**config.mk**
```make
export PLATFORM = sky130hd
export DESIGN_NAME = dm_resp
export DESIGN_NICKNAME = d
export VERILOG_FILES = /design/src/rtl/dm_resp.sv
export SDC_FILE = /design/constraint.sdc
export NUM_CORES = 2
export LEC_CHECK = 0
export ABC_AREA = 0
export CORE_MARGIN = 1.5
export CORE_UTILIZATION = 30
export CTS_CLUSTER_DIAMETER = 100
export DETAILED_ROUTE_END_ITERATION = 6
export DONT_BUFFER_PORTS = 1
export PLACE_DENSITY_LB_ADDON = 0.1
export SLEW_MARGIN = 20
export SYNTH_ARGS = -nofsm -noshare
export SYNTH_HDL_FRONTEND = slang
export SYNTH_SLANG_ARGS = --single-unit
```
**constraint.sdc**
```tcl
create_clock -name clk_exe -period 4.5 [get_ports clk_exe]
set_input_delay 0.9 -clock clk_exe [delete_from_list [all_inputs] [get_ports clk_exe]]
set_output_delay 0.9 -clock clk_exe [all_outputs]
set_load 0.01 [all_outputs]
```
**src/rtl/dm_resp.sv**
```systemverilog
// -----------------------------------------------------------------------------
// dm_resp
// Data-memory responder for the execute phase. It accepts one read or write
// request at a time from the sequencer, holds it for WAIT wait states, then
// performs the access against a 2^ADDR_W x 16-bit memory. While a transaction
// is in flight the sequencer is stalled and any further requests are dropped.
// Malformed requests are rejected with a one-cycle error pulse. A malformed
// request either asserts read and write together or has address bits above
// the memory index set.
//
// Parameters
//   ADDR_W       memory index width; depth is 2^ADDR_W words
//   WAIT         number of wait states before the access (0..7)
//
// Ports
//   clk_exe      execute-phase clock, all state changes on its rising edge
//   rst_n        asynchronous active-low reset
//   dg_dm_add    16-bit address from the DAG
//   ps_dm_rd_en  read request from the sequencer
//   ps_dm_wrt_en write request from the sequencer
//   bc_dt        write data from the bus
//   dm_bc_dt     registered read data to the bus, held between reads
//   dm_rd_vld    one-cycle pulse when dm_bc_dt carries new read data
//   dm_ps_stall  busy indication, high whenever a transaction is in flight
//   dm_err       one-cycle pulse when a request is rejected
// -----------------------------------------------------------------------------
module dm_resp #(
    parameter int ADDR_W = 8,
    parameter int WAIT   = 1
) (
    input  logic        clk_exe,
    input  logic        rst_n,
    input  logic [15:0] dg_dm_add,
    input  logic        ps_dm_rd_en,
    input  logic        ps_dm_wrt_en,
    input  logic [15:0] bc_dt,
    output logic [15:0] dm_bc_dt,
    output logic        dm_rd_vld,
    output logic        dm_ps_stall,
    output logic        dm_err
);

    localparam int DEPTH = 1 << ADDR_W;

    typedef enum logic [1:0] {
        ST_IDLE,
        ST_WAIT,
        ST_ACC
    } state_t;

    state_t             state_q, state_d;
    logic [2:0]         cnt_q, cnt_d;
    logic [ADDR_W-1:0]  idx_q, idx_d;
    logic [15:0]        wdata_q, wdata_d;
    logic               is_wr_q, is_wr_d;
    logic [15:0]        rdata_q, rdata_d;
    logic               rd_vld_q, rd_vld_d;
    logic               err_q, err_d;

    // Memory contents are deliberately left uninitialised across reset.
    logic [15:0]        mem [DEPTH];

    logic               req;
    logic               conflict;
    logic               out_of_range;
    logic               mem_we;
    logic [15:0]        upper_bits;

    assign req          = ps_dm_rd_en | ps_dm_wrt_en;
    assign conflict     = ps_dm_rd_en & ps_dm_wrt_en;
    // Shifting out the index bits leaves only the bits that must be zero;
    // this also degenerates cleanly to "never out of range" when ADDR_W = 16.
    assign upper_bits   = dg_dm_add >> ADDR_W;
    assign out_of_range = |upper_bits;

    // The write strobe comes from the registered state. An async reset during
    // ACC therefore clears it before the next edge and the write is dropped.
    assign mem_we       = (state_q == ST_ACC) && is_wr_q;

    always_comb begin
        state_d  = state_q;
        cnt_d    = cnt_q;
        idx_d    = idx_q;
        wdata_d  = wdata_q;
        is_wr_d  = is_wr_q;
        rdata_d  = rdata_q;
        rd_vld_d = 1'b0;
        err_d    = 1'b0;

        unique case (state_q)
            ST_IDLE: begin
                if (req) begin
                    if (conflict || out_of_range) begin
                        err_d = 1'b1;
                    end else begin
                        idx_d   = dg_dm_add[ADDR_W-1:0];
                        wdata_d = bc_dt;
                        is_wr_d = ps_dm_wrt_en;
                        if (WAIT > 0) begin
                            state_d = ST_WAIT;
                            cnt_d   = 3'(WAIT);
                        end else begin
                            state_d = ST_ACC;
                        end
                    end
                end
            end
            ST_WAIT: begin
                // Leave on the edge where the count reaches 1, so WAIT cycles
                // are spent here in total.
                if (cnt_q <= 3'd1) begin
                    state_d = ST_ACC;
                    cnt_d   = 3'd0;
                end else begin
                    cnt_d = cnt_q - 3'd1;
                end
            end
            ST_ACC: begin
                if (!is_wr_q) begin
                    rdata_d  = mem[idx_q];
                    rd_vld_d = 1'b1;
                end
                state_d = ST_IDLE;
            end
            default: begin
                state_d = ST_IDLE;
            end
        endcase
    end

    always_ff @(posedge clk_exe or negedge rst_n) begin
        if (!rst_n) begin
            state_q  <= ST_IDLE;
            cnt_q    <= 3'd0;
            idx_q    <= '0;
            wdata_q  <= 16'd0;
            is_wr_q  <= 1'b0;
            rdata_q  <= 16'd0;
            rd_vld_q <= 1'b0;
            err_q    <= 1'b0;
        end else begin
            state_q  <= state_d;
            cnt_q    <= cnt_d;
            idx_q    <= idx_d;
            wdata_q  <= wdata_d;
            is_wr_q  <= is_wr_d;
            rdata_q  <= rdata_d;
            rd_vld_q <= rd_vld_d;
            err_q    <= err_d;
        end
    end

    always_ff @(posedge clk_exe) begin
        if (mem_we) begin
            mem[idx_q] <= wdata_q;
        end
    end

    assign dm_bc_dt    = rdata_q;
    assign dm_rd_vld   = rd_vld_q;
    assign dm_ps_stall = (state_q != ST_IDLE);
    assign dm_err      = err_q;

endmodule

```
[Word level (Yosys, flattened, before mapping)]
Memory sizes are Yosys's and may differ from the RTL's. A register that Yosys moved wholly into a read port is not among the register bits.
Cells that the tools add are included.
Word-level totals
  output and inout bits: 19
  input port bits: 36
  word-level logic and storage cells: 45
  memories: 1
  register bits: 32
  RAM bits: 4096
Memory list
  mem: depth 256, width 16, rd ports 1, clocked after memory_dff 1, wr ports 1, RTL line 61  | logic [15:0] mem [DEPTH];
Cells by class
  equal/unequal tests: 5
  multiplexer cells: 15
  add/sub/neg operators: 1
  $lt $le $gt $ge: 1
  reductions and logical operators: 11
  bitwise logic cells: 4
Operators by type and width (count)
  two-way mux 3 bit: 3
  AND reduction 3 bit: 3
  OR reduction 8 bit: 1
  two-way mux 1 bit: 7
  two-way mux 2 bit: 3
  != test 2 bit (second input constant): 3
  case mux 3 bit (2 select lines): 1
  case mux 2 bit (2 select lines): 1
  nonzero test 2 bit: 2
  <= comparator 3 x 1 -> 1 bit (second input constant): 1
  subtractor 3 x 1 -> 3 bit (second input constant): 1
  equality test 2 x 1 -> 1 bit (second input constant): 1
  equality test 2 bit (second input constant): 1
  logical NOT 2 bit: 1
  NOT 1 bit: 2
  AND reduction 2 bit: 1
  AND 1 bit: 1
  logical AND 1 bit: 1
  logical NOT 1 bit: 1
  logical OR 1 bit: 1
  OR 1 bit: 1

[Logic depth before layout (Yosys ltp)]
  word-level depth: 5
  gate-level depth with buffers: 13
  depth with buffers taken out: 8

[Worst setup path before layout]
Ideal clock, no wire load.
  path type: reg-to-reg
  start point: reg wdata_q[0]
  end point: mem mem[0][0], data pin
  data arrival time: 3181 ps
  path slack: 516 ps
  stages on the path, launching flop included: 1
  library setup time: 803 ps
  period minus slack after synthesis: 3984 ps
  cells stage by stage: dfrtp_1
RTL lines
  from (decl): RTL line 54  | logic [15:0] wdata_q, wdata_d;
  from (signal assigned): RTL line 145  | wdata_q <= wdata_d;
  to (decl): RTL line 61
No word-level cell before the write port.

==> results_dict.tcl <==
set metrics [dict create \
    result_of_the_run "complete, but fails checks" \
    failed_checks "antenna rules" \
    track_usage 0.187 \
    via_count_of_the_first_global_routing_pass 79000 \
    drt_drc 0 \
    post-place-ws_ns -0.393 \
    net_count_of_the_mapped_netlist 6943 \
    layout_setup_ws_ns 0.123 \
    initial_core_util 0.301 \
    timing.critical_path.from "idx_q[1]$_DFFE_PN0P_" \
    final_cell_mix "edfxtp_1, mux4_2, buf_4, clkbuf_16, mux2i_1" \
    n_fill_cell 48700 \
    num_io_pins 55 \
    tightestPinTransition_ns 1.32 \
    clk_pin_slew_ns 0.06 \
    cts-buffers-inserted 456 \
    area_growth_pct 18.1 \
    final_hold_slack_ns 0.126 \
    buffer_ports.inserted 0 \
    finalClockSkew_ns 0.0799 \
    wl_per_cell_um 33.8 \
    setup.worst_path.start_class "flop" \
    ys_ff_latch 4144 \
    cp.arrival_ns 5.24 \
    synthTopCellsByArea "edfxtp_1, mux4_2, mux2i_1" \
    ys_dominant_reg_cell "edfxtp_1" \
    clock_sinks 4144 \
    crit_fanout 16 \
    seq_total_area_yosys 0.780 \
    grt_max_degree 179 \
    power_density_nw_per_um2 448 \
    finalWeightedCongestion 0.794 \
    finalSetupViolCount 0 \
    number_of_antenna_violations_at_the_first_check_in_global_routing 58 \
    dpl.cell_count 14200 \
    multi_input_area_um2 33500 \
    timing.critical_path.required_ns 5.37 \
    die_area_um2 535000 \
    most_common_cell_after_layout_fill_and_taps_aside "edfxtp_1" \
    achievable-frequency_ghz 0.228 \
    synth_top_cell_by_area "edfxtp_1" \
    post_synth_num_cell_types 56 \
    netlist_instances 6905 \
    worst-setup-path-type "flop to flop" \
    synthesis.yosys.warnings 0 \
    setup.worst_path.end_class "flop" \
    coreArea_um2 528000 \
    placementRows 267 \
    nets 7718 \
    clock_tree_from_tritoncts "yes" \
    root_buf_cell "clkbuf_16" \
    floorplan.die.height_um 731 \
    clkLatencyLatePin_ns 1.03 \
    rsz0062_at_grt "false" \
    register_area_um2 124000 \
    syn-cell-area_um2 159000 \
    layout_worst_path_cycle_share 0.973 \
    post-dp-hpwl_mm 316 \
    maxSlewViolCount 0 \
    maxCapViolCount 0 \
    drt_first_pass_iters 5 \
    clockBufferDepth 4 \
    synth_top_cell_area_share 0.773 \
    drive_gt1_frac 0.330 \
    detail_route.vias_per_cell 5.06 \
    min-delay-start "ps_dm_wrt_en" \
    synth_area_per_cell_um2 23.0 \
    post-route-util 0.356 \
    initialDrtViolationCount 7735 \
    stdcell_count 15100 \
    total_leakage_power_nw 56.4 \
    hold_class "primary input to flop" \
    slew_headroom 0.118 \
    reg2reg_from "idx_q[1]$_DFFE_PN0P_" \
    synth_edf_count 4096 \
    grt_first_pass_wirelength_mm 690 \
    grt_remaining_overflow 0 \
    wl_mm 509 \
    p_total_w 0.0841 \
    vias 76300 \
    ir_drop_v 0.000323 \
    layout_min_cycle_time_ns 4.38 \
    die_w_um 731 \
    final_hold_viol_count 0 \
    synth-async-reset-ratio 0.0116 \
    htree_levels 5 \
    detail-route-antenna-nets 1 \
]
-- path summary, 6_finish.rpt --
check                                          endpoint  slack [ns]  cells past startpoint
worst max-delay path            dm_bc_dt[6]$_DFFE_PN0P_        0.12                     10
worst min-delay path                   dm_err$_DFF_PN0_        0.13                      2
min in group asynchronous       dm_bc_dt[7]$_DFFE_PN0P_        0.59                      2
worst min register to register   state_q[1]$_DFFE_PN0P_        0.52                      1
max in group asynchronous        wdata_q[5]$_DFFE_PN0P_        3.50                      2
worst max register to register  dm_bc_dt[6]$_DFFE_PN0P_        0.12                     10
-- sequential cells by signal, indices dropped and copies added (netlist names) --
register   count
wdata_q       16
state_q        2
idx_q          8
mem         4096
cnt_q          3
is_wr_q        1
dm_err         1
dm_bc_dt      16
dm_rd_vld      1
-- synthesized netlist by cell type, types with 48 or more instances --
| cell | n |
|---|---|
| edfxtp_1 | 4096 |
| mux4_2 | 1096 |
| nor2_1 | 306 |
| mux2i_1 | 259 |
| clkbuf_1 | 159 |
| buf_2 | 122 |
| a22oi_1 | 88 |
| nand2_1 | 81 |
| o22ai_1 | 71 |
| o21ai_0 | 63 |
| buf_4 | 60 |
| a21oi_1 | 57 |
| dfrtp_1 | 48 |
-- metal layers --
layer	track usage	vias up	share of wire
met4	0.0438	10	0.024
met5	0	-	0.00012
met3	0.0341	575	0.060
met2	0.303	2114	0.47
li1	-	31100	-
met1	0.263	42500	0.44
-- power by group --
part           internal [W]  switching (W)  leakage, nW
clock                0.0211         0.0156         7.12
combinational       0.00153        0.00283         11.6
sequential           0.0425       0.000549         37.7
-- repair_timing --
item / CTS / global route
gates resized for setup: 1 / 2
endpoints found under the hold margin: 71 / 0
hold buffers: 25 / 0
endpoints found under the setup margin: 7 / 2
buffers inserted: 5 / 0
-- layout make-up --
cell class | count | area share
timing repair buffer | 713 | 0.0356
inverter | 11 | 0.000220
sequential | 4144 | 0.661
antenna | 16 | 0.000213
multi-input combinational | 2354 | 0.178
clock inverter | 261 | 0.0135
tap | 6994 | 0.0466
clock buffer | 575 | 0.0641
-- critical path, stage by stage (launching register included) --
cell and delay (ns):
dfrtp_4 0.77, buf_4 0.29, buf_4 0.17, mux4_2 0.31, mux4_2 0.54, a211oi_1 0.69
buf_4 0.25, o21ai_0 0.34, a221oi_1 0.50, buf_4 0.23, o22ai_1 0.09
-- cells by family (layout without fill, tap and decap cells) --
kind of cell | after synthesis | count (layout) | synth area share
adder cells (fa/ha/maj) | 2 | 2 | 0.000157
buffers and inverters | 407 | 1560 | 0.0127
multiplexers | 1396 | 1396 | 0.174
AND/OR/NAND/NOR | 544 | 544 | 0.0148
AO/OA/AOI/OAI | 412 | 412 | 0.0177
flip-flops | 4144 | 4144 | 0.780
other | 0 | 16 | 0
-- metrics by stage --
step	cell area, µm²	TNS [ns]
floorplan	159000	0
global placement	173000	-1.88
detailed placement	173000	-1.57
CTS	188000	0
global route	188000	0
finish	188000	0
Power figures use the tool's default switching activity.
